$ cat src/rtl/output_channel_sequencer.sv
// Output channel sequencer: registers one filter-bank channel per accepted sample,
// chosen manually or by a round-robin scan with programmable dwell.
module output_channel_sequencer #(
   parameter int NUM_FILTERS    = 8,
   parameter int SUM_TRUNCATION = 8,
   parameter int DWELL_WIDTH    = 8,
   localparam int CH_W          = $clog2(NUM_FILTERS)
) (
   input  logic                                  clk,
   input  logic                                  rst,
   input  logic [NUM_FILTERS*SUM_TRUNCATION-1:0] i_truncated_wavelet_out,
   input  logic                                  i_sample_valid,
   input  logic [1:0]                            i_mode,
   input  logic [7:0]                            i_select_output_channel,
   input  logic [DWELL_WIDTH-1:0]                i_dwell,
   output logic [SUM_TRUNCATION-1:0]             o_multiplexed_wavelet_out,
   output logic [CH_W-1:0]                       o_channel,
   output logic                                  o_valid,
   output logic                                  o_frame_start
);

   localparam logic [1:0] MODE_MANUAL = 2'b00;
   localparam logic [1:0] MODE_SCAN   = 2'b01;

   function automatic logic [CH_W-1:0] clamp_channel(input logic [7:0] sel);
      if (32'(sel) < NUM_FILTERS) begin
         return CH_W'(sel);
      end
      return '0;
   endfunction

   function automatic logic [SUM_TRUNCATION-1:0] pick_slice(
      input logic [NUM_FILTERS*SUM_TRUNCATION-1:0] bus,
      input logic [CH_W-1:0]                       ch
   );
      return bus[ch*SUM_TRUNCATION +: SUM_TRUNCATION];
   endfunction

   // A dwell of 0 behaves as 1; >= lets a lowered dwell take effect without wrapping.
   function automatic logic dwell_done(
      input logic [DWELL_WIDTH-1:0] cnt,
      input logic [DWELL_WIDTH-1:0] dwell
   );
      logic [DWELL_WIDTH:0] w_d;
      w_d = (dwell == '0) ? (DWELL_WIDTH+1)'(1) : {1'b0, dwell};
      return ({1'b0, cnt} + (DWELL_WIDTH+1)'(1)) >= w_d;
   endfunction

   function automatic logic [CH_W-1:0] next_channel(input logic [CH_W-1:0] ptr);
      if (ptr == CH_W'(NUM_FILTERS - 1)) begin
         return '0;
      end
      return ptr + CH_W'(1);
   endfunction

   logic [CH_W-1:0]           r_scan_ch;
   logic [DWELL_WIDTH-1:0]    r_dwell_cnt;
   logic [1:0]                r_prev_mode;
   logic [SUM_TRUNCATION-1:0] r_data_p1;
   logic [CH_W-1:0]           r_ch_p1;
   logic                      r_vld_p1;
   logic                      r_fs_p1;

   logic                      w_is_manual_p0;
   logic                      w_is_scan_p0;
   logic                      w_accept_p0;
   logic                      w_scan_entry_p0;
   logic [CH_W-1:0]           w_ptr_p0;
   logic [DWELL_WIDTH-1:0]    w_cnt_p0;
   logic [CH_W-1:0]           w_ch_p0;
   logic                      w_fs_p0;
   logic                      w_advance_p0;
   logic [CH_W-1:0]           w_scan_ch_nxt;
   logic [DWELL_WIDTH-1:0]    w_dwell_cnt_nxt;

   // Stage p0: channel selection and scan bookkeeping
   always_comb begin
      w_is_manual_p0  = (i_mode == MODE_MANUAL);
      w_is_scan_p0    = (i_mode == MODE_SCAN);
      w_accept_p0     = i_sample_valid && (w_is_manual_p0 || w_is_scan_p0);
      w_scan_entry_p0 = (r_prev_mode != MODE_SCAN);

      w_ptr_p0 = w_scan_entry_p0 ? '0 : r_scan_ch;
      w_cnt_p0 = w_scan_entry_p0 ? '0 : r_dwell_cnt;

      w_ch_p0 = w_is_scan_p0 ? w_ptr_p0 : clamp_channel(i_select_output_channel);
      w_fs_p0 = w_is_scan_p0 && (w_ptr_p0 == '0) && (w_cnt_p0 == '0);

      w_advance_p0 = dwell_done(w_cnt_p0, i_dwell);

      w_scan_ch_nxt   = r_scan_ch;
      w_dwell_cnt_nxt = r_dwell_cnt;
      if (w_is_scan_p0) begin
         if (i_sample_valid) begin
            if (w_advance_p0) begin
               w_scan_ch_nxt   = next_channel(w_ptr_p0);
               w_dwell_cnt_nxt = '0;
            end else begin
               w_scan_ch_nxt   = w_ptr_p0;
               w_dwell_cnt_nxt = w_cnt_p0 + DWELL_WIDTH'(1);
            end
         end else if (w_scan_entry_p0) begin
            w_scan_ch_nxt   = '0;
            w_dwell_cnt_nxt = '0;
         end
      end
   end

   always_ff @(posedge clk) begin
      if (rst) begin
         r_scan_ch   <= '0;
         r_dwell_cnt <= '0;
         r_prev_mode <= MODE_MANUAL;
      end else begin
         r_scan_ch   <= w_scan_ch_nxt;
         r_dwell_cnt <= w_dwell_cnt_nxt;
         r_prev_mode <= i_mode;
      end
   end

   // Stage p1: registered output sample, tag and strobes
   always_ff @(posedge clk) begin
      if (rst) begin
         r_data_p1 <= '0;
         r_ch_p1   <= '0;
         r_vld_p1  <= 1'b0;
         r_fs_p1   <= 1'b0;
      end else begin
         r_vld_p1 <= w_accept_p0;
         r_fs_p1  <= w_accept_p0 && w_fs_p0;
         if (w_accept_p0) begin
            r_data_p1 <= pick_slice(i_truncated_wavelet_out, w_ch_p0);
            r_ch_p1   <= w_ch_p0;
         end
      end
   end

   assign o_multiplexed_wavelet_out = r_data_p1;
   assign o_channel                 = r_ch_p1;
   assign o_valid                   = r_vld_p1;
   assign o_frame_start             = r_fs_p1;

endmodule
$ cat config.mk
export PLATFORM = sky130hd
export DESIGN_NAME = output_channel_sequencer
export DESIGN_NICKNAME = d
export VERILOG_FILES = /design/src/rtl/output_channel_sequencer.sv
export SDC_FILE = /design/constraint.sdc
export NUM_CORES = 1
export LEC_CHECK = 0
export CAP_MARGIN = 15
export CORE_AREA = 10 10 81 83
export CTS_CLUSTER_SIZE = 10
export DETAILED_ROUTE_END_ITERATION = 10
export DIE_AREA = 0 0 91 93
export PLACE_DENSITY = 0.91
export SKIP_LAST_GASP = 1
export SYNTH_ARGS = -nofsm -noshare
export SYNTH_HDL_FRONTEND = slang
export SYNTH_SLANG_ARGS = --single-unit
$ cat constraint.sdc
create_clock -name clk -period 4.1 [get_ports clk]
set_input_delay 0.82 -clock clk [delete_from_list [all_inputs] [get_ports clk]]
set_output_delay 0.82 -clock clk [all_outputs]
set_load 0.02 [all_outputs]
# ---- After elaboration in Yosys (flattened, before gate mapping)
# Cells that the tools add are included.
dict set report op_classes {
  add_sub_neg 3
  n_lt_le_gt_ge 2
  eq_ne 3
  shifts 1
  mux 17
  reduce_logical 9
}
# op n
set ops {}
lappend ops {{indexed part select 64 x 7 -> 8 bit} 1}
lappend ops {{two-way mux 8 bit} 4}
lappend ops {{two-way mux 3 bit} 8}
lappend ops {{logical NOT 8 bit} 2}
lappend ops {{adder 8 x 1 -> 9 bit, second input constant} 1}
lappend ops {{greater-or-equal comparator 9 x 8 -> 1 bit} 1}
lappend ops {{adder 8 x 1 -> 8 bit, second input constant} 1}
lappend ops {{less-than comparator 8 x 4 -> 1 bit, second input constant} 1}
lappend ops {{two-way mux 1 bit} 5}
lappend ops {{logical AND 1 bit} 4}
lappend ops {{adder 3 x 1 -> 3 bit, second input constant} 1}
lappend ops {{equality test 3 bit, second input constant} 1}
lappend ops {{logical NOT 3 bit} 1}
lappend ops {{equality test 2 x 1 -> 1 bit, second input constant} 1}
lappend ops {{logical NOT 2 bit} 1}
lappend ops {{inequality test 2 x 1 -> 1 bit, second input constant} 1}
lappend ops {{logical OR 1 bit} 1}
dict set report word_totals {
  register_bits 26
  inputBits 85
  out_inout_bits 13
  word_cells 42
}

# ---- Longest topological paths before layout
# Gate-level depths: netlist (run 1).
dict set report logic_depth {
  depth_word 10
  mapped_depth 13
  ltp_nobuf 12
}

# ---- Least setup slack after synthesis (run 1)
# No wires, ideal clock.
dict set report synth_timing {
  path_type {flip-flop to flip-flop}
  start {register r_dwell_cnt[2]}
  end {register r_dwell_cnt[7]}
  setup_time_ps 62
  arrival_time_ps 2651
  t_required_ps 4038
  path_slack_ps 1387
  path_stages_with_launch 13
  n_path_buf 1
  period_less_slack_ps 2713
  cell_sequence {dfxtp_1 -> and4_1 -> buf_6 -> and3_4 -> xnor2_1 -> nor2_1 -> ha_1 -> a211oi_1 -> o211ai_1 -> o221ai_1 -> a21oi_2 -> or4b_1 -> nand3_1}
}
dict set report synth_via {
  elab_chain_cells 5
  word_cells_on_any_way 6
  classes_between {add/sub (2); order compare (1); mux (3)}
}
# element line
set synth_lines {}
lappend synth_lines {{start: declaration} 57} ;# logic [DWELL_WIDTH-1:0] r_dwell_cnt;
lappend synth_lines {{start signal: assignment} 116} ;# r_dwell_cnt <= w_dwell_cnt_nxt;
lappend synth_lines {{two-way mux 8 bit *} --}
lappend synth_lines {{adder 8 x 1 -> 9 bit} 46} ;# return ({1'b0, cnt} + (DWELL_WIDTH+1)'(1)) >= w_d;
lappend synth_lines {{greater-or-equal comparator 9 x 8 -> 1 bit} 46}
lappend synth_lines {{two-way mux 8 bit *} 95} ;# if (w_advance_p0) begin
lappend synth_lines {{two-way mux 8 bit *} 94} ;# if (i_sample_valid) begin
# Every way passes the cells marked *; elsewhere a longest branch is shown, timed or not.
# A chain may end at the register's enable or synchronous reset.

# ---- Worst setup path in the final report (run 1)
dict set report layout_timing {
  start {register r_dwell_cnt[0]}
  end {register r_dwell_cnt[7]}
}
# Same word-level chain as after synthesis.

==> results_dict.tcl, run 1 <==
set metrics [dict create \
    path_class "flip-flop to flip-flop" \
    num_vias 2460 \
    clk_root_buffer_cell "clkbuf_8" \
    path_delay_family "simple AND/OR/NAND/NOR gates" \
    tns_ns 0 \
    hp-class "flip-flop to flip-flop" \
    drt-initial-drc-count 198 \
    min_from "o_multiplexed_wavelet_out[6]$_SDFFE_PP0P_" \
    crit_fanout 7 \
    first_pass_iters 4 \
    hold_buffers 0 \
    die_h_um 93 \
    ctsResizeCount 0 \
    grt_pass1_vias 2532 \
    synthTopCellsByCount "nand2_1, dfxtp_1, nor2_1" \
    hpwl_um 6510 \
    outcome "completed" \
    postSynth.asyncResetShare_pct 0 \
    cp_num_cells 11 \
    worstRegToRegCells 11 \
    synth_area_um2 2160 \
    antenna_found_initial 0 \
    ant_nets 0 \
    ys_seq_area_share_pct 24.1 \
    die_area_um2 8460 \
    maxCapViolCount 0 \
    area_delta_synth_final_pct 49.3 \
    numPortBuffers 97 \
    cts_buffers 3 \
    crit_buf_inv 0 \
    peakVddDrop_uv 112 \
    synthTopCellsByArea "dfxtp_1, mux2i_1, ha_1, nand2_1, nand3_1" \
    grt_usage_pct 18.0 \
    tightestPinTransition_ns 0.636 \
    finClkSkew_ns 0.00740 \
    r2r_start "r_dwell_cnt[0]$_SDFFE_PP0P_" \
    timing.rr.end "r_dwell_cnt[7]$_SDFFE_PP0P_" \
    boundaryPins 98 \
    grt_overflow_total 0 \
    htreeDepth 1 \
    crit_path_end_kind "flip-flop" \
    crit_arrival_ns 3.31 \
    drc 0 \
    grt_first_pass_wirelength_um 12700 \
    routabilityCongestion 0.853 \
    hold_viol_final 0 \
    fin_crit_sh_pct 75.0 \
    synth_nets 371 \
    yosysWarnings 0 \
    synth.distinct_cells 49 \
    critPathLaunchType "flip-flop" \
    finalSetupViolCount 0 \
    fp-row-count 26 \
    maxSlewViolCount 0 \
    rrSetupSlack_ns 1.02 \
    rsz0062_at_grt "no" \
    core_area_um2 5010 \
    critical-path-slowest-cell "or4b_1" \
    timing.fmax_mhz 325 \
    antennaDiodeCount 0 \
    cts_tree "built" \
    min_to "o_multiplexed_wavelet_out[6]$_SDFFE_PP0P_" \
    syn_avg_cell_area_um2 7.84 \
    grt_max_degree 24 \
    post_cts_buffers 0 \
    ctsLongestPathBuffers 2 \
    powerDensity_nw_per_um2 205 \
    fp.dieW_um 91 \
    cp_cell_sequence "and4_1 > and3_4 > xnor2_1 > nor2_1 > ha_1 > a211oi_1 > o211ai_1 > o221ai_1 > a21oi_2 > or4b_1 > nand3_1" \
    power_mw 0.659 \
    relSlewSlack_pct 57.5 \
    p_leak_nw 1.17 \
    synth.most_common_cell "nand2_1" \
    ys_seq_elements 26 \
    layout_min_cycle_time_ns 3.08 \
    synth_edf_count 0 \
    synth_top_area_share_pct 24.1 \
    synth_top_cell_by_area "dfxtp_1" \
    wl_per_cell_um 18.6 \
    totalWireLength_um 8060 \
    postSynthCellCount 275 \
    cp.required_ns 4.33 \
    fin_util_pct 64.3 \
    clock_sinks 26 \
    insertion_delay_ns 0.28 \
    clk_pin_slew_ns 0.10 \
    vias_per_cell 5.68 \
    crit_path_max_incr_delay_ns 0.48 \
    final_nets 460 \
    start_util_pct 43.0 \
    hold_depth 2 \
    synth-main-ff-cell "dfxtp_1" \
    drive_gt1_share_pct 6.61 \
]
report_power, final:
part	internal, mW	switching, mW	leakage (nW)	total [mW]
sequential	0.260	0.00473	0.212	0.265
clock	0.131	0.0907	0.0357	0.222
combinational	0.106	0.0663	0.927	0.172
total	0.497	0.162	1.17	0.659
per-layer routing:
| metal | vias to the layer above | share of wire (%) | global-route usage, % |
|---|---|---|---|
| li1 | 1193 | - | - |
| met1 | 1123 | 38 | 19.6 |
| met2 | 117 | 50 | 32.0 |
| met3 | 27 | 6.5 | 4.16 |
| met4 | 0 | 5.0 | 9.14 |
| met5 | - | 0 | 0 |
registers in the layout, indices dropped and copies added (netlist names):
| signal | flops |
|---|---|
| o_multiplexed_wavelet_out | 8 |
| r_dwell_cnt | 8 |
| o_channel | 3 |
| r_scan_ch | 3 |
| r_prev_mode | 2 |
| o_frame_start | 1 |
| o_valid | 1 |
final cells by class:
type | count | area (µm²)
Clock inverter | 1 | 30.0
Fill cell | 412 | 1790
Sequential cell | 26 | 520
Tap cell | 70 | 87.6
Inverter | 12 | 45.0
Timing Repair Buffer | 102 | 1010
Clock buffer | 3 | 41.3
Multi-Input combinational cell | 219 | 1490
worst min-delay path, stage by stage, from the launching register on:
cell	delay, ns
dfxtp_1	0.32
nand2_1	0.05
a31oi_1	0.07
cells in the final DEF (no fill, tap or decap), types with 4 or more instances in the layout:
cell type / n
o21ai_0: 11
clkdlybuf4s50_1: 97
xor2_1: 5
a21oi_1: 11
nand3_1: 20
inv_1: 12
o22a_1: 6
buf_4: 5
mux2_2: 8
nor3_1: 5
o211ai_1: 9
a32oi_1: 4
nor2b_1: 4
a31oi_1: 6
dfxtp_1: 26
mux2i_1: 17
nor2_1: 23
a211oi_1: 4
nand2_1: 31
nand4_1: 6
ha_1: 11
worst max path at each step:
stage / startpoint / to / slack (ns)
6_report: r_dwell_cnt[0]$_SDFFE_PP0P_ / r_dwell_cnt[7]$_SDFFE_PP0P_ / 1.02
3_5_place_dp: i_mode[1] / o_multiplexed_wavelet_out[3]$_SDFFE_PP0P_ / 0.90
3_3_place_gp: i_mode[0] / o_multiplexed_wavelet_out[1]$_SDFFE_PP0P_ / 0.92
5_1_grt: r_dwell_cnt[0]$_SDFFE_PP0P_ / r_dwell_cnt[7]$_SDFFE_PP0P_ / 0.80
4_1_cts: r_dwell_cnt[0]$_SDFFE_PP0P_ / r_dwell_cnt[7]$_SDFFE_PP0P_ / 1.05
2_1_floorplan: r_dwell_cnt[2]$_SDFFE_PP0P_ / r_dwell_cnt[7]$_SDFFE_PP0P_ / 1.39
per-stage QoR:
step                      hold slack (ns)  cell area, µm²  std cells  worst slack [ns]
after floorplan                     0.465            2160        275              1.39
after global placement              0.464            3150        429             0.924
after detailed placement            0.473            3150        429             0.905
after CTS                           0.490            3220        433              1.05
after global routing                0.510            3220        433             0.802
final                               0.486            3220        433              1.02
cell families (layout without fill, tap and decap cells):
family / after synthesis / after routing / synth area share, %
DFF: 26 / 26 / 24.1
muxes: 25 / 25 / 12.1
adders and majority gates: 11 / 11 / 6.38
buffers and inverters: 30 / 118 / 6.91
and+or+nand+nor: 111 / 111 / 25.7
xor gates and xnor gates: 7 / 7 / 2.84
AOI/OAI and AO/OA: 65 / 65 / 22.0
No activity file was read; power rests on OpenSTA's default activity.
==> run 2, diff against run 1 <==
CORE_AREA = 10 10 87 89   (was 10 10 81 83)
DIE_AREA = 0 0 97 99   (was 0 0 91 93)
PLACE_DENSITY = 0.83   (was 0.91)
clock period = 2.6 ns   (was 4.1 ns; I/O delays follow)
==> results_dict.tcl, run 2 (synthesized netlist as in run 1, its figures left out) <==
set metrics [dict create \
    outcome "completed" \
    cts_tree "built" \
    totalWireLength_um 8120 \
    r2r_start "r_dwell_cnt[0]$_SDFFE_PP0P_" \
    htreeDepth 1 \
    insertion_delay_ns 0.27 \
    drt-initial-drc-count 199 \
    p_sw_mw 0.247 \
    area_delta_synth_final_pct 66.3 \
    final_cell_mix "clkdlybuf4s50_1, buf_4, nand2_1" \
    tns_ns 0 \
    clk_root_buffer_cell "clkbuf_8" \
    fin_crit_sh_pct 99.6 \
    crit_path_end_kind "flip-flop" \
    rsz0062_at_grt "yes" \
    start_util_pct 36.8 \
    first_pass_iters 5 \
    grt_usage_pct 15.1 \
    pwr-share-clk_pct 27.1 \
    clock_sinks 26 \
    fp.dieW_um 97 \
    final_common_cell "clkdlybuf4s50_1" \
    peakVddDrop_uv 318 \
    hp-class "flip-flop to flip-flop" \
    die_area_um2 9600 \
    timing.fmax_mhz 386 \
    finClkSkew_ns 0.00500 \
    antenna_found_initial 0 \
    path_delay_family "simple AND/OR/NAND/NOR gates" \
    p_int_mw 0.733 \
    hpwl_um 6580 \
    crit_buf_inv 1 \
    antennaDiodeCount 0 \
    maxSlewViolCount 0 \
    multi_input_area_um2 1570 \
    finalSetupViolCount 0 \
    crit_fanout 4 \
    fillers 475 \
    powerDensity_nw_per_um2 273 \
    numPortBuffers 97 \
    ant_nets 0 \
    p_leak_nw 1.37 \
    hold_viol_final 0 \
    whs_ns 0.487 \
    vias_per_cell 5.37 \
    comb_power_share_pct 30.3 \
    critical_path.startpoint "r_dwell_cnt[0]$_SDFFE_PP0P_" \
    final_nets 495 \
    wl_per_cell_um 17.2 \
    fp-row-count 28 \
    ctsLongestPathBuffers 2 \
    boundaryPins 98 \
    grt_first_pass_wirelength_um 12400 \
    maxCapViolCount 0 \
    drc 0 \
    grt_max_degree 23 \
    grt_pass1_vias 2513 \
    critPathLaunchType "flip-flop" \
    relSlewSlack_pct 63.6 \
    min_from "o_multiplexed_wavelet_out[3]$_SDFFE_PP0P_" \
    num_vias 2539 \
    cp.required_ns 2.82 \
    tightestPinTransition_ns 0.540 \
    cp_cell_sequence "and4_4 > and3_4 > xnor2_2 > nor2_1 > ha_1 > buf_4 > nand4_1 > o21bai_2 > a41oi_4 > a21oi_2 > or4b_1 > nand3_1" \
    crit_arrival_ns 2.81 \
    cts_buffers 3 \
    routabilityCongestion 0.895 \
    critical-path-slowest-cell "or4b_1" \
    crit_path_max_incr_delay_ns 0.47 \
    clk_pin_slew_ns 0.09 \
    core_area_um2 5850 \
    switching_share_pct 25.2 \
    grt_overflow_total 0 \
    final-seq-area_um2 527 \
    drive_gt1_share_pct 19.8 \
    path_class "flip-flop to flip-flop" \
    pwr-share-seq_pct 42.6 \
    hold_buffers 0 \
    die_h_um 99 \
    layout_min_cycle_time_ns 2.59 \
]
run 2: per-layer routing:
metal  vias to the layer above  track usage, %  wire length, µm
li1                       1256               -                -
met5                         -               0                0
met3                         6            2.37              309
met2                        77            28.3             4330
met1                      1200            17.8             3380
met4                         0            2.61               97
run 2: metrics by stage:
stage | setup WS [ns] | power (mW) | std cells | util [%] | cell area (µm²)
6_report | 0.0108 | 0.980 | 473 | 61.3 | 3590
5_1_grt | -0.118 | 1.02 | 473 | 61.3 | 3590
4_1_cts | 0.00636 | 0.971 | 471 | 59.6 | 3480
3_5_place_dp | -0.213 | 0.713 | 467 | 58.6 | 3430
3_3_place_gp | -0.128 | 0.707 | 467 | 58.6 | 3430
2_1_floorplan | 0.00246 | 0.524 | 275 | - | 2170
run 2: final cells by class:
type,count,area share [%]
well taps,75,2.62
clock buffers,4,1.54
inverters,12,1.26
flip-flops and latches,26,14.7
multi-input cells,219,43.9
repair buffers,137,36.0
run 2: power groups by stage:
| stage | logic [mW] | clock network, mW | registers, mW |
|---|---|---|---|
| 2_1_floorplan | 0.0862 | 0 | 0.438 |
| 3_3_place_gp | 0.282 | 0 | 0.425 |
| 3_5_place_dp | 0.287 | 0 | 0.426 |
| 4_1_cts | 0.289 | 0.266 | 0.416 |
| 5_1_grt | 0.319 | 0.281 | 0.419 |
| 6_report | 0.297 | 0.266 | 0.417 |
run 2: path summary, 6_finish.rpt:
| check | to | depth (start not counted) | slack [ns] |
|---|---|---|---|
| hold reg to reg | o_multiplexed_wavelet_out[3]$_SDFFE_PP0P_ | 2 | 0.49 |
| setup reg to reg | r_dwell_cnt[7]$_SDFFE_PP0P_ | 12 | 0.01 |
| hold / removal | o_multiplexed_wavelet_out[3]$_SDFFE_PP0P_ | 2 | 0.49 |
| setup / recovery | r_dwell_cnt[7]$_SDFFE_PP0P_ | 12 | 0.01 |
run 2: tightest hold or removal path: cells and delay by family (launching register included):
kind	cells	cell delay, ns
compound gates	1	0.07
simple gates	1	0.05
flops	1	0.32
run 2: what timing repair did:
item / CTS / global route
gates resized for setup: 0 / 20
setup endpoints to repair: 0 / 11
buffers inserted: 0 / 2
